## config.mk

```make
export PLATFORM = sky130hd
export DESIGN_NAME = mips_fetch_queue
export DESIGN_NICKNAME = d
export VERILOG_FILES = /design/src/rtl/mips_fetch_queue_pkg.sv /design/src/rtl/mips_fetch_queue_fetch_fifo.sv /design/src/rtl/mips_fetch_queue.sv
export SDC_FILE = /design/constraint.sdc
export NUM_CORES = 1
export LEC_CHECK = 0
export BUFFER_PORTS_ARGS = -buffer_cell sky130_fd_sc_hd__clkbuf_2
export CORE_MARGIN = 4
export CORE_UTILIZATION = 55
export DETAILED_ROUTE_END_ITERATION = 10
export PLACE_DENSITY_LB_ADDON = 0.12
export SYNTH_ARGS = -nofsm -noshare
export SYNTH_HDL_FRONTEND = slang
export SYNTH_SLANG_ARGS = --single-unit
```

## constraint.sdc

```tcl
create_clock -name clock -period 5.5 [get_ports clock]
set_input_delay 1.1 -clock clock [delete_from_list [all_inputs] [get_ports clock]]
set_output_delay 1.1 -clock clock [all_outputs]
set_load 0.02 [all_outputs]
```

## src/rtl/mips_fetch_queue_pkg.sv

```systemverilog
`default_nettype none
// +----------------------------------------------------------------------+
// | mips_fetch_queue_pkg : constants shared by fetch and mips_decode     |
// | Rev 1.0                                                              |
// +----------------------------------------------------------------------+
package mips_fetch_queue_pkg;

  localparam logic [31:0] PC_RESET_VEC = 32'h0040_0000;
  localparam int          ENTRY_W      = 64;

  localparam logic [5:0]  OP_SPECIAL   = 6'h00;
  localparam logic [5:0]  OP_J         = 6'h02;
  localparam logic [5:0]  OP_BEQ       = 6'h04;
  localparam logic [5:0]  OP_LW        = 6'h23;
  localparam logic [5:0]  OP_SW        = 6'h2B;
  localparam logic [5:0]  OP0_ADD      = 6'h20;
  localparam logic [5:0]  OP0_SUB      = 6'h22;

  function automatic logic [31:0] word_align(input logic [31:0] addr);
    return {addr[31:2], 2'b00};
  endfunction

endpackage
`default_nettype wire

```

## src/rtl/mips_fetch_queue_fetch_fifo.sv

```systemverilog
`default_nettype none
// +----------------------------------------------------------------------+
// | fetch_fifo : DEPTH x {pc,inst} queue with wrap-bit pointers, clear   |
// | Rev 1.0                                                              |
// +----------------------------------------------------------------------+
module fetch_fifo
  import mips_fetch_queue_pkg::*;
#(
  parameter int DEPTH = 2,
  parameter int AW    = $clog2(DEPTH)
) (
  input  logic               clk,
  input  logic               rst_n,
  input  logic               clear,
  input  logic               wr_en,
  input  logic [ENTRY_W-1:0] wr_data,
  input  logic               rd_en,
  output logic [ENTRY_W-1:0] rd_data,
  output logic               empty,
  output logic [AW:0]        count
);

  logic [ENTRY_W-1:0] mem_q [DEPTH];
  logic [ENTRY_W-1:0] mem_d [DEPTH];
  logic [AW:0]        wr_ptr_q, wr_ptr_d;
  logic [AW:0]        rd_ptr_q, rd_ptr_d;
  logic [AW:0]        count_q,  count_d;
  logic               w_rd;

  assign empty   = (wr_ptr_q == rd_ptr_q);
  assign count   = count_q;
  assign rd_data = empty ? '0 : mem_q[rd_ptr_q[AW-1:0]];
  assign w_rd    = rd_en & ~empty;

  always_comb begin
    mem_d    = mem_q;
    wr_ptr_d = wr_ptr_q;
    rd_ptr_d = rd_ptr_q;
    count_d  = count_q;
    if (clear) begin
      wr_ptr_d = '0;
      rd_ptr_d = '0;
      count_d  = '0;
    end else begin
      if (wr_en) begin
        mem_d[wr_ptr_q[AW-1:0]] = wr_data;
        wr_ptr_d                = wr_ptr_q + 1'b1;
      end
      if (w_rd) begin
        rd_ptr_d = rd_ptr_q + 1'b1;
      end
      count_d = count_q + {{AW{1'b0}}, wr_en} - {{AW{1'b0}}, w_rd};
    end
  end

  always_ff @(posedge clk or negedge rst_n) begin
    if (!rst_n) begin
      for (int i = 0; i < DEPTH; i++) mem_q[i] <= '0;
      wr_ptr_q <= '0;
      rd_ptr_q <= '0;
      count_q  <= '0;
    end else begin
      mem_q    <= mem_d;
      wr_ptr_q <= wr_ptr_d;
      rd_ptr_q <= rd_ptr_d;
      count_q  <= count_d;
    end
  end

endmodule
`default_nettype wire

```

## src/rtl/mips_fetch_queue.sv

```systemverilog
`default_nettype none
// +----------------------------------------------------------------------+
// | mips_fetch_queue : PC owner, credit-based imem issue, decode feed    |
// | Rev 1.0                                                              |
// +----------------------------------------------------------------------+
module mips_fetch_queue
  import mips_fetch_queue_pkg::*;
#(
  parameter logic [31:0] PC_RESET = PC_RESET_VEC,
  parameter int          DEPTH    = 2
) (
  input  logic        clock,
  input  logic        reset,
  output logic        imem_req,
  output logic [31:0] imem_addr,
  input  logic [31:0] imem_rdata,
  input  logic        redirect,
  input  logic [31:0] redirect_pc,
  output logic        inst_valid,
  input  logic        inst_ready,
  output logic [31:0] inst,
  output logic [31:0] inst_pc,
  output logic [5:0]  opcode,
  output logic [5:0]  funct
);

  localparam int AW = $clog2(DEPTH);

  logic [31:0]        fetch_pc_q, fetch_pc_d;
  logic [31:0]        req_pc_q,   req_pc_d;
  logic               inflight_q, inflight_d;
  logic               kill_q,     kill_d;

  logic               w_empty;
  logic [AW:0]        w_count;
  logic [ENTRY_W-1:0] w_head;
  logic               w_deq;
  logic               w_enq;
  logic [AW+1:0]      w_committed;
  logic               w_credit;

  assign inst_valid  = ~w_empty;
  assign w_deq       = inst_valid & inst_ready & ~redirect;
  // deq can only fire with a non-empty queue, so the subtraction never underflows
  assign w_committed = {1'b0, w_count} + {{(AW+1){1'b0}}, inflight_q}
                     - {{(AW+1){1'b0}}, w_deq};
  assign w_credit    = (w_committed < (AW+2)'(DEPTH));
  // the reset term keeps the strobe low while the queue is held in reset
  assign imem_req    = reset & ~redirect & w_credit;
  assign imem_addr   = fetch_pc_q;
  assign w_enq       = inflight_q & ~kill_q & ~redirect;

  assign inst_pc     = w_head[63:32];
  assign inst        = w_head[31:0];
  assign opcode      = inst[31:26];
  assign funct       = inst[5:0];

  always_comb begin
    fetch_pc_d = fetch_pc_q;
    req_pc_d   = req_pc_q;
    inflight_d = imem_req;
    kill_d     = redirect & inflight_q;
    if (redirect) begin
      fetch_pc_d = word_align(redirect_pc);
    end else if (imem_req) begin
      fetch_pc_d = fetch_pc_q + 32'd4;
      req_pc_d   = fetch_pc_q;
    end
  end

  always_ff @(posedge clock or negedge reset) begin
    if (!reset) begin
      fetch_pc_q <= PC_RESET;
      req_pc_q   <= PC_RESET;
      inflight_q <= 1'b0;
      kill_q     <= 1'b0;
    end else begin
      fetch_pc_q <= fetch_pc_d;
      req_pc_q   <= req_pc_d;
      inflight_q <= inflight_d;
      kill_q     <= kill_d;
    end
  end

  fetch_fifo #(
    .DEPTH (DEPTH)
  ) u_fifo (
    .clk     (clock),
    .rst_n   (reset),
    .clear   (redirect),
    .wr_en   (w_enq),
    .wr_data ({req_pc_q, imem_rdata}),
    .rd_en   (w_deq),
    .rd_data (w_head),
    .empty   (w_empty),
    .count   (w_count)
  );

endmodule
`default_nettype wire

```

==> results of run 1 <==
## cell type report
class	instances	area (um^2)	share of cell area, %
Inverter	13	48.8	0.465
Sequential cell	192	4810	45.8
Clock inverter	10	183	1.74
Multi-Input combinational cell	523	3760	35.8
Clock buffer	22	464	4.42
Timing Repair Buffer	180	957	9.12
Tap cell	216	270	2.57
## per-stage QoR
step / hold WS [ns] / cell area [um^2]
after floorplan: 0.457 / 8930
after global placement: 0.470 / 9850
after detailed placement: 0.480 / 9850
after CTS: 0.499 / 10500
after global routing: 0.515 / 10500
final: 0.496 / 10500
## synth_stat cells, types with 4 or more instances
cell,n
xor2_1,8
nand3_1,19
o21ai_0,18
ha_1,4
buf_4,18
a22oi_1,5
inv_1,12
dfrtp_1,190
mux2i_1,62
clkbuf_1,17
o211ai_1,11
xnor2_1,5
nand2_1,114
mux2_2,124
nor2_1,85
nand4_1,12
o311ai_0,9
buf_2,20
and3_1,5
buf_1,7
## logic make-up after synthesis
group / Yosys count
other cells: 1
buf+inv: 75
fa+ha+maj: 5
mux: 186
simple gates: 254
flops: 192
compound gates: 61
xor+xnor: 13
## worst max-delay path by stage
stage	start	to	slack, ns	cells after the start
floorplan	redirect	imem_req	0.81	12
global placement	inst_ready	imem_addr[11]	1.15	13
detailed placement	inst_ready	imem_addr[11]	1.03	13
CTS	u_fifo.wr_ptr_q[0]	imem_req	1.05	12
global route	u_fifo.wr_ptr_q[0]	imem_req	0.87	12
finish	u_fifo.wr_ptr_q[0]	imem_req	1.09	12
## routing by layer
| metal | vias up | part of all wire [%] | wire, um | global-route usage (%) |
|---|---|---|---|---|
| met2 | 225 | 48 | 9760 | 35.3 |
| met1 | 3274 | 45 | 9060 | 31.9 |
| met4 | 0 | 1.1 | 216 | 5.94 |
| met3 | 21 | 6.3 | 1290 | 4.68 |
| met5 | - | 0 | 0 | 0 |
| li1 | 2972 | - | - | - |
## worst reg2reg max path: stages (launching register included)
cell	delay, ns
dfrtp_1	0.47
xnor2_1	0.16
and2_2	0.20
inv_1	0.08
nand2_1	0.14
nor2_1	0.13
ha_1	0.24
nand2b_1	0.15
fa_1	0.38
xor2_1	0.19
or3_2	0.48
inv_2	0.09
buf_4	0.42
nor2_1	0.36
o21bai_1	0.25
a221o_1	0.30
## layout by cell type (no fill, tap or decap), types with 9 or more instances in the layout
master       n
dfrtp_1    189
clkbuf_2   170
mux2_2     124
nand2_1    114
nor2_1      84
mux2i_1     62
nand3_1     19
o21ai_0     18
clkbuf_16   17
inv_1       12
nand4_1     12
o211ai_1    11
o311ai_0     9
## state kept, by name, summed over array words and instances (netlist names)
name / count
u_fifo.rd_ptr_q: 2
kill_q: 1
u_fifo.wr_ptr_q: 2
req_pc_q: 30
u_fifo.count: 2
inflight_q: 1
u_fifo.mem_q: 124
imem_addr: 30
## power by group through the flow
stage | clock network (mW) | registers (mW) | logic (mW)
after floorplan | 0 | 2.34 | 1.92
after global placement | 0 | 2.35 | 2.56
after detailed placement | 0 | 2.40 | 2.64
after CTS | 1.36 | 2.38 | 2.65
after global routing | 1.43 | 2.45 | 2.85
final | 1.35 | 2.38 | 2.61
==> results_dict.tcl, run 1 <==
set metrics [dict create \
    firstDrtPassIters 5 \
    area_delta_synth_final_pct 17.7 \
    synthSimpleGateAreaFrac_pct 12.3 \
    wl_mm 20.3 \
    async_reset_ff_share_pct 100 \
    synth_cells 787 \
    place.gp.congestion 0.824 \
    wire_per_inst_um 17.6 \
    route.detailed.drc 0 \
    cts_buffers 17 \
    rr_worst_depth 15 \
    synth_top_area_cell "dfrtp_1" \
    grtUsageTotal_pct 22.4 \
    total_power_mw 6.34 \
    grt_start_max_net_pins 71 \
    final_util_pct 66.1 \
    p_sw_mw 2.47 \
    num_io_pins 178 \
    cts_hold_buf 0 \
    portBuffers 171 \
    rr_endpoint "imem_addr[11]" \
    crit_chain "xnor2_1 -> and2_2 -> inv_1 -> nand2_1 -> nor2_1 -> ha_1 -> nand2b_1 -> fa_1 -> xor2_1 -> or3_2 -> inv_2 -> clkbuf_2" \
    yosysWarnings 0 \
    clk_latency_ns 0.42 \
    fin_nets 1000 \
    core-area_um2 15900 \
    die_area_um2 18300 \
    worst-setup-path-type "reg2out" \
    synth_xor_area_share_pct 1.28 \
    start_util_pct 56.2 \
    drtIter0Drc 373 \
    muxShareOfSynthArea_pct 22.6 \
    syn_area_per_cell_um2 11.3 \
    clock_path_buffers 2 \
    ys_seq_elements 192 \
    hp-class "reg2reg" \
    relSlewSlack_pct 20.8 \
    vdd_ir_drop_max_v 0.000310 \
    cp_top_family "simple AND/OR/NAND/NOR gates" \
    n_antenna_cell 0 \
    tns_ns 0 \
    synth_edf_count 0 \
    p_per_area_nw_per_um2 604 \
    slowest_delay_ns 0.48 \
    period_needed_ns 4.41 \
    setup_slack_ns 1.09 \
    core.rowCount 46 \
    place_ws_ns 1.03 \
    drv_cap 0 \
    post_cts_resized 0 \
    crit_path_max_fanout 5 \
    synth.distinct_cells 49 \
    critPathCaptureType "output port" \
    drtAntennaViolNets 0 \
    worstHoldStart "req_pc_q[16]" \
    h-tree-depth 4 \
    timing.rr.start "u_fifo.wr_ptr_q[0]" \
    crit_path_start_kind "register" \
    place_inst 1124 \
    synth_compound_area_share_pct 4.92 \
    clk_pin_slew_worst_paths_ns 0.06 \
    hold_path_end "req_pc_q[16]" \
    outcome "finished clean" \
    stdcell_count 1156 \
    drive_above_1_share_pct 36.7 \
    fmax_mhz 227 \
    tightestPinTransition_ns 1.19 \
    timing_hold_violations_final 0 \
    worstPathArrival_ns 3.31 \
    min_path_cells 2 \
    synth_top_cell_area_share_pct 53.3 \
    clock_power_share_pct 21.2 \
    r2r_setup_slack_ns 1.34 \
    cp.required_ns 4.40 \
    combPwrFrac_pct 41.2 \
    vias 6492 \
    yosys.area_share.adder_pct 0.785 \
    p_sw_share_pct 38.9 \
    fin_crit_sh_pct 80.1 \
    p_leak_nw 5.00 \
    post_drt_via_cell_ratio 5.62 \
    ys_seq_area_share_pct 53.9 \
    ys.flop_type "dfrtp_1" \
    cpMaxStageDelayCell "or3_2" \
    setup_viol 0 \
    hpwl_mm 13.3 \
    p_int_mw 3.87 \
    grt.overflow.total 0 \
    antenna_found_initial 0 \
    critPathBufInv 3 \
    clock-sinks 192 \
    cts_root_buf "clkbuf_16" \
    syn_area_um2 8920 \
    clock_skew_ns 0.00700 \
    grt_pass1_vias 6429 \
    rsz0062_at_grt "no" \
    cts_tree "built" \
    fillers 1238 \
    slew_violations 0 \
    grt_pass1_wl_mm 32.7 \
    p_seq_share_pct 37.6 \
    fp.dieW_um 135 \
    chipHeight_um 135 \
    synth_area_leaders "dfrtp_1 53%, mux2_2 16%, mux2i_1 7.0%, nand2_1 4.8%, nor2_1 3.6%" \
    synth_top_family_by_area "multiplexers" \
    postCtsSetupRepairBufs 0 \
]
No activity file was read; power rests on OpenSTA's default activity.
==> inputs of run 2 (changes only) <==
Settings changed: ABC_AREA set to 1, CORE_UTILIZATION 55 to 51.
Clock period 5.5 ns to 3.8 ns, I/O delays scaled along.
==> results_dict.tcl, run 2 <==
set metrics [dict create \
    slew_violations 0 \
    synth_top_area_cell "dfrtp_1" \
    worstPathArrival_ns 2.84 \
    vdd_ir_drop_max_v 0.000394 \
    clock_skew_ns 0.0139 \
    synth_area_leaders "dfrtp_1 50%, nand2_1 17%, o21ai_0 7.2%, inv_1 5.5%, a21oi_1 4.1%" \
    grtUsageTotal_pct 22.0 \
    drive_above_1_share_pct 17.5 \
    core.rowCount 49 \
    regMostFlops "u_fifo.mem_q" \
    chipHeight_um 144 \
    num_io_pins 178 \
    cts_tree "built" \
    async_reset_ff_share_pct 100 \
    p_per_area_nw_per_um2 694 \
    synth_top_cell_area_share_pct 50.1 \
    core-area_um2 18100 \
    start_util_pct 52.3 \
    total_power_mw 7.64 \
    worst-setup-path-type "reg2out" \
    gr-max-usage-layer "met2" \
    synth.distinct_cells 29 \
    ys_seq_elements 192 \
    hpwl_mm 15.0 \
    synth_edf_count 0 \
    clk_latency_ns 0.43 \
    setup_slack_ns 0.202 \
    place_inst 1579 \
    cts_root_buf "clkbuf_16" \
    synth_commonest_cells "425 x nand2_1, 190 x dfrtp_1, 138 x inv_1" \
    stdcell_count 1613 \
    place.gp.congestion 0.850 \
    syn_area_um2 9490 \
    clk_pin_slew_worst_paths_ns 0.07 \
    largest_reg_flops 124 \
    post_drt_via_cell_ratio 5.01 \
    firstDrtPassIters 6 \
    period_needed_ns 3.60 \
    setup_viol 0 \
    clock_path_buffers 2 \
    synth.most_common_cell "nand2_1" \
    route.detailed.drc 0 \
    crit_path_max_fanout 5 \
    n_antenna_cell 0 \
    p_leak_nw 5.73 \
    tightestPinTransition_ns 0.825 \
    grt_pass1_vias 7336 \
    outcome "finished clean" \
    hp-class "in2async" \
    drtAntennaViolNets 0 \
    place_ws_ns 0.402 \
    grt.overflow.total 0 \
    area_delta_synth_final_pct 16.0 \
    wire_per_inst_um 13.9 \
    h-tree-depth 4 \
    synth_cells 1239 \
    antenna_found_initial 0 \
    fin_crit_sh_pct 94.7 \
    gr-usage-met1_pct 32.7 \
    crit_path_start_kind "register" \
    timing_hold_violations_final 0 \
    use_met3_pct 3.21 \
    tns_ns 0 \
    ys.flop_type "dfrtp_1" \
    ys_seq_area_share_pct 50.6 \
    final_cell_mix "424 x nand2_1, 189 x dfrtp_1, 169 x clkbuf_2, 137 x o21ai_0, 137 x inv_1" \
    clock-sinks 192 \
    fmax_mhz 278 \
    wl_mm 22.5 \
    portBuffers 171 \
    die_area_um2 20900 \
    yosysWarnings 0 \
    drv_cap 0 \
    grt_pass1_wl_mm 36.6 \
    drtIter0Drc 497 \
    cp.required_ns 3.04 \
    cts_hold_buf 0 \
    grt_start_max_net_pins 83 \
    vias 8074 \
    fin_nets 1444 \
    rsz0062_at_grt "no" \
    fp.dieW_um 144 \
    syn_area_per_cell_um2 7.66 \
    cts_buffers 17 \
    relSlewSlack_pct 44.9 \
    grtUsageMet2_pct 33.5 \
    critPathCaptureType "output port" \
    final_common_cell "nand2_1" \
]
==> run 2: worst paths after layout <==
| path | cells past startpoint | slack (ns) | end | startpoint |
|---|---|---|---|---|
| worst max-delay path | 14 | 0.20 | imem_req | u_fifo.wr_ptr_q[1] |
| worst min-delay path | 1 | 0.27 | u_fifo.mem_q[90] | reset |
| worst max register to register | 16 | 0.86 | imem_addr[6] | u_fifo.wr_ptr_q[1] |
| worst min register to register | 2 | 0.47 | kill_q | inflight_q |
| max in group asynchronous | 3 | 1.93 | u_fifo.mem_q[113] | reset |
| min in group clock | 2 | 0.47 | kill_q | inflight_q |
==> run 2: worst max-delay path, stage by stage (launching register included) <==
cell	delay [ns]
dfrtp_1	0.38
inv_1	0.09
nand2_1	0.06
nand2_1	0.10
nand3_4	0.11
nand2_4	0.09
nor2_1	0.04
ha_1	0.26
or2_2	0.30
fa_1	0.48
nand2_1	0.08
nor2_4	0.14
nand2_4	0.08
inv_2	0.07
buf_4	0.13
==> run 2: repair_timing <==
action,4_1_cts,5_1_grt
endpoints found under the setup margin,0,1
gates resized for setup,0,6
buffers inserted,0,2
endpoints found under the hold margin,0,0
==> run 2: kinds of logic (layout without fill, tap and decap cells) <==
logic type	Yosys count	count (layout)	synth area share, %
other	1	4	0.0395
muxes	1	1	0.105
and+or+nand+nor	579	579	24.8
adders and majority gates	5	5	0.738
xor gates and xnor gates	4	4	0.369
buffers and inverters	219	361	10.7
DFF	192	192	50.6
AOI/OAI and AO/OA	238	238	12.6
==> run 2: cell type report <==
cell class	count	area, um^2
Fill cell	1715	7140
Timing Repair Buffer	188	1020
Tap cell	229	287
Clock inverter	9	179
Inverter	141	529
Clock buffer	23	478
Sequential cell	192	4810
Multi-Input combinational cell	831	3710
==> run 2: report_power, final <==
| part | internal, mW | total (mW) | switching (mW) | leakage (nW) |
|---|---|---|---|---|
| clock network | 1.22 | 1.98 | 0.757 | 0.314 |
| registers | 2.83 | 3.29 | 0.461 | 2.42 |
| logic | 0.802 | 2.37 | 1.57 | 2.99 |
| total | 4.85 | 7.64 | 2.79 | 5.73 |
==> run 2: stage by stage <==
stage | hold WS [ns] | cell area (um^2) | utilization [%]
finish | 0.272 | 11000 | 60.7
global route | 0.296 | 11000 | 60.7
CTS | 0.271 | 11000 | 60.5
detailed placement | 0.451 | 10300 | 56.9
global placement | 0.441 | 10300 | 56.9
floorplan | 0.433 | 9500 | -
==> run 2: layer usage <==
metal,wire (um),vias to the layer above
met5,0,-
met4,401,0
met3,1070,26
met2,10200,218
met1,10800,3699
li1,-,4131
==> inputs of run 3 (changes only) <==
Settings changed: CORE_UTILIZATION 51 to 52, CTS_BUF_LIST set to sky130_fd_sc_hd__clkbuf_2 sky130_fd_sc_hd__clkbuf_4 sky130_fd_sc_hd__clkbuf_8.
==> results_dict.tcl, run 3 (synthesized netlist as in run 2, its figures left out) <==
set metrics [dict create \
    p_per_area_nw_per_um2 655 \
    final_common_cell "nand2_1" \
    stdcell_count 1613 \
    worstPathArrival_ns 2.87 \
    cts_tree "built" \
    grt_pass1_vias 7504 \
    place.gp.congestion 0.843 \
    p_leak_nw 5.63 \
    cpMaxStageDelayCell "fa_1" \
    cts_hold_buf 0 \
    crit_path_max_fanout 6 \
    num_io_pins 178 \
    drive_above_1_share_pct 17.8 \
    fin_crit_sh_pct 95.5 \
    clock-sinks 192 \
    place_ws_ns 0.379 \
    cts_buffers 17 \
    setup_slack_ns 0.173 \
    finalInstanceArea_um2 10800 \
    n_antenna_cell 0 \
    critPathBufInv 3 \
    crit_chain "inv_1 -> nand2_1 -> nand2_2 -> nand3_4 -> nand2_4 -> nor2_1 -> ha_1 -> or2_2 -> fa_1 -> nand2_1 -> nor2_4 -> nand2_4 -> inv_2 -> buf_4" \
    clk_pin_slew_worst_paths_ns 0.09 \
    h-tree-depth 4 \
    cp_top_family "simple AND/OR/NAND/NOR gates" \
    largest_reg_flops 124 \
    post_drt_via_cell_ratio 4.98 \
    drv_cap 0 \
    grt_start_max_net_pins 85 \
    tns_ns 0 \
    clock_path_buffers 2 \
    clock_skew_ns 0.0133 \
    period_needed_ns 3.63 \
    grt_pass1_wl_mm 36.8 \
    hp-class "in2async" \
    vias 8031 \
    place_inst 1577 \
    die_area_um2 20500 \
    drtAntennaViolNets 0 \
    wire_per_inst_um 13.8 \
    chipHeight_um 143 \
    regMostFlops "u_fifo.mem_q" \
    timing.rr.start "u_fifo.wr_ptr_q[1]" \
    postPlaceCellArea_um2 10300 \
    whs_ns 0.217 \
    core-area_um2 18000 \
    hpwl_mm 14.8 \
    crit_path_start_kind "register" \
    rsz0062_at_grt "no" \
    crit_path_start "u_fifo.wr_ptr_q[1]" \
    clk_latency_ns 0.46 \
    firstDrtPassIters 5 \
    relSlewSlack_pct 33.4 \
    vdd_ir_drop_max_v 0.000265 \
    slowest_delay_ns 0.49 \
    worst-setup-path-type "reg2out" \
    antenna_found_initial 0 \
    drtIter0Drc 489 \
    portBuffers 171 \
    route.detailed.drc 0 \
    grt.overflow.total 0 \
    fp.dieW_um 143 \
    outcome "finished clean" \
    grtUsageTotal_pct 22.2 \
    core.rowCount 49 \
    cp.required_ns 3.04 \
    wl_mm 22.2 \
    start_util_pct 52.8 \
    setup_viol 0 \
    area_delta_synth_final_pct 13.5 \
    cts_root_buf "clkbuf_8" \
    slew_violations 0 \
    fmax_mhz 276 \
    fin_nets 1444 \
    tightestPinTransition_ns 0.998 \
    timing_hold_violations_final 0 \
    final_cell_mix "423 x nand2_1, 189 x dfrtp_1, 169 x clkbuf_2, 137 x o21ai_0, 137 x inv_1" \
    critPathCaptureType "output port" \
]
[run 3: final timing paths]
check	to	slack [ns]	cells past startpoint
max	imem_req	0.17	14
min	u_fifo.mem_q[95]	0.22	1
max reg2reg	imem_addr[25]	0.74	16
min reg2reg	u_fifo.mem_q[11]	0.49	2
max in group asynchronous	u_fifo.mem_q[117]	2.27	2
min in group clock	u_fifo.mem_q[11]	0.49	2
[run 3: power by group]
part	internal (mW)	switching, mW	total [mW]
sequential	2.82	0.461	3.28
combinational	0.799	1.57	2.37
clock	0.697	0.716	1.41
total	4.32	2.75	7.06
[run 3: cell type report]
cell class / instances / area (um^2)
fill: 1708 / 7180
sequential: 192 / 4810
multi-input combinational: 831 / 3710
timing repair buffer: 188 / 1020
inverter: 141 / 529
tap: 229 / 287
clock buffer: 20 / 269
clock inverter: 12 / 156
[run 3: stage by stage]
step	utilization (%)	power, mW
floorplan	-	4.97
global placement	57.4	5.61
detailed placement	57.4	5.69
CTS	59.8	7.11
global route	60.0	7.65
finish	60.0	7.06
[run 3: metal layers]
layer  up-vias  GRT usage (%)  part of all wire [%]
met2       209           34.6                    46
li1       4126              -                     -
met3        16           4.35                   5.6
met5         -              0                     0
met1      3680           31.9                    47
met4         0           6.15                   1.1
[run 3: worst register-to-register path, cell delays in order (launching register included)]
cell and delay, ns:
dfrtp_1 0.38, inv_1 0.09, nand2_1 0.07, nand2_2 0.07, nand3_4 0.08, nand2_4 0.10
nor2_1 0.05, ha_1 0.25, or2_2 0.30, fa_1 0.44, nand2_1 0.13, nor2_4 0.06
nand2_4 0.11, buf_4 0.45, nor2_1 0.19, nand3_1 0.13, nand3_1 0.08
[run 3: timing repair]
item,CTS,global route
buffers inserted,1,3
resized for setup,1,6
endpoints found under the setup margin,1,1
pin swaps,0,2
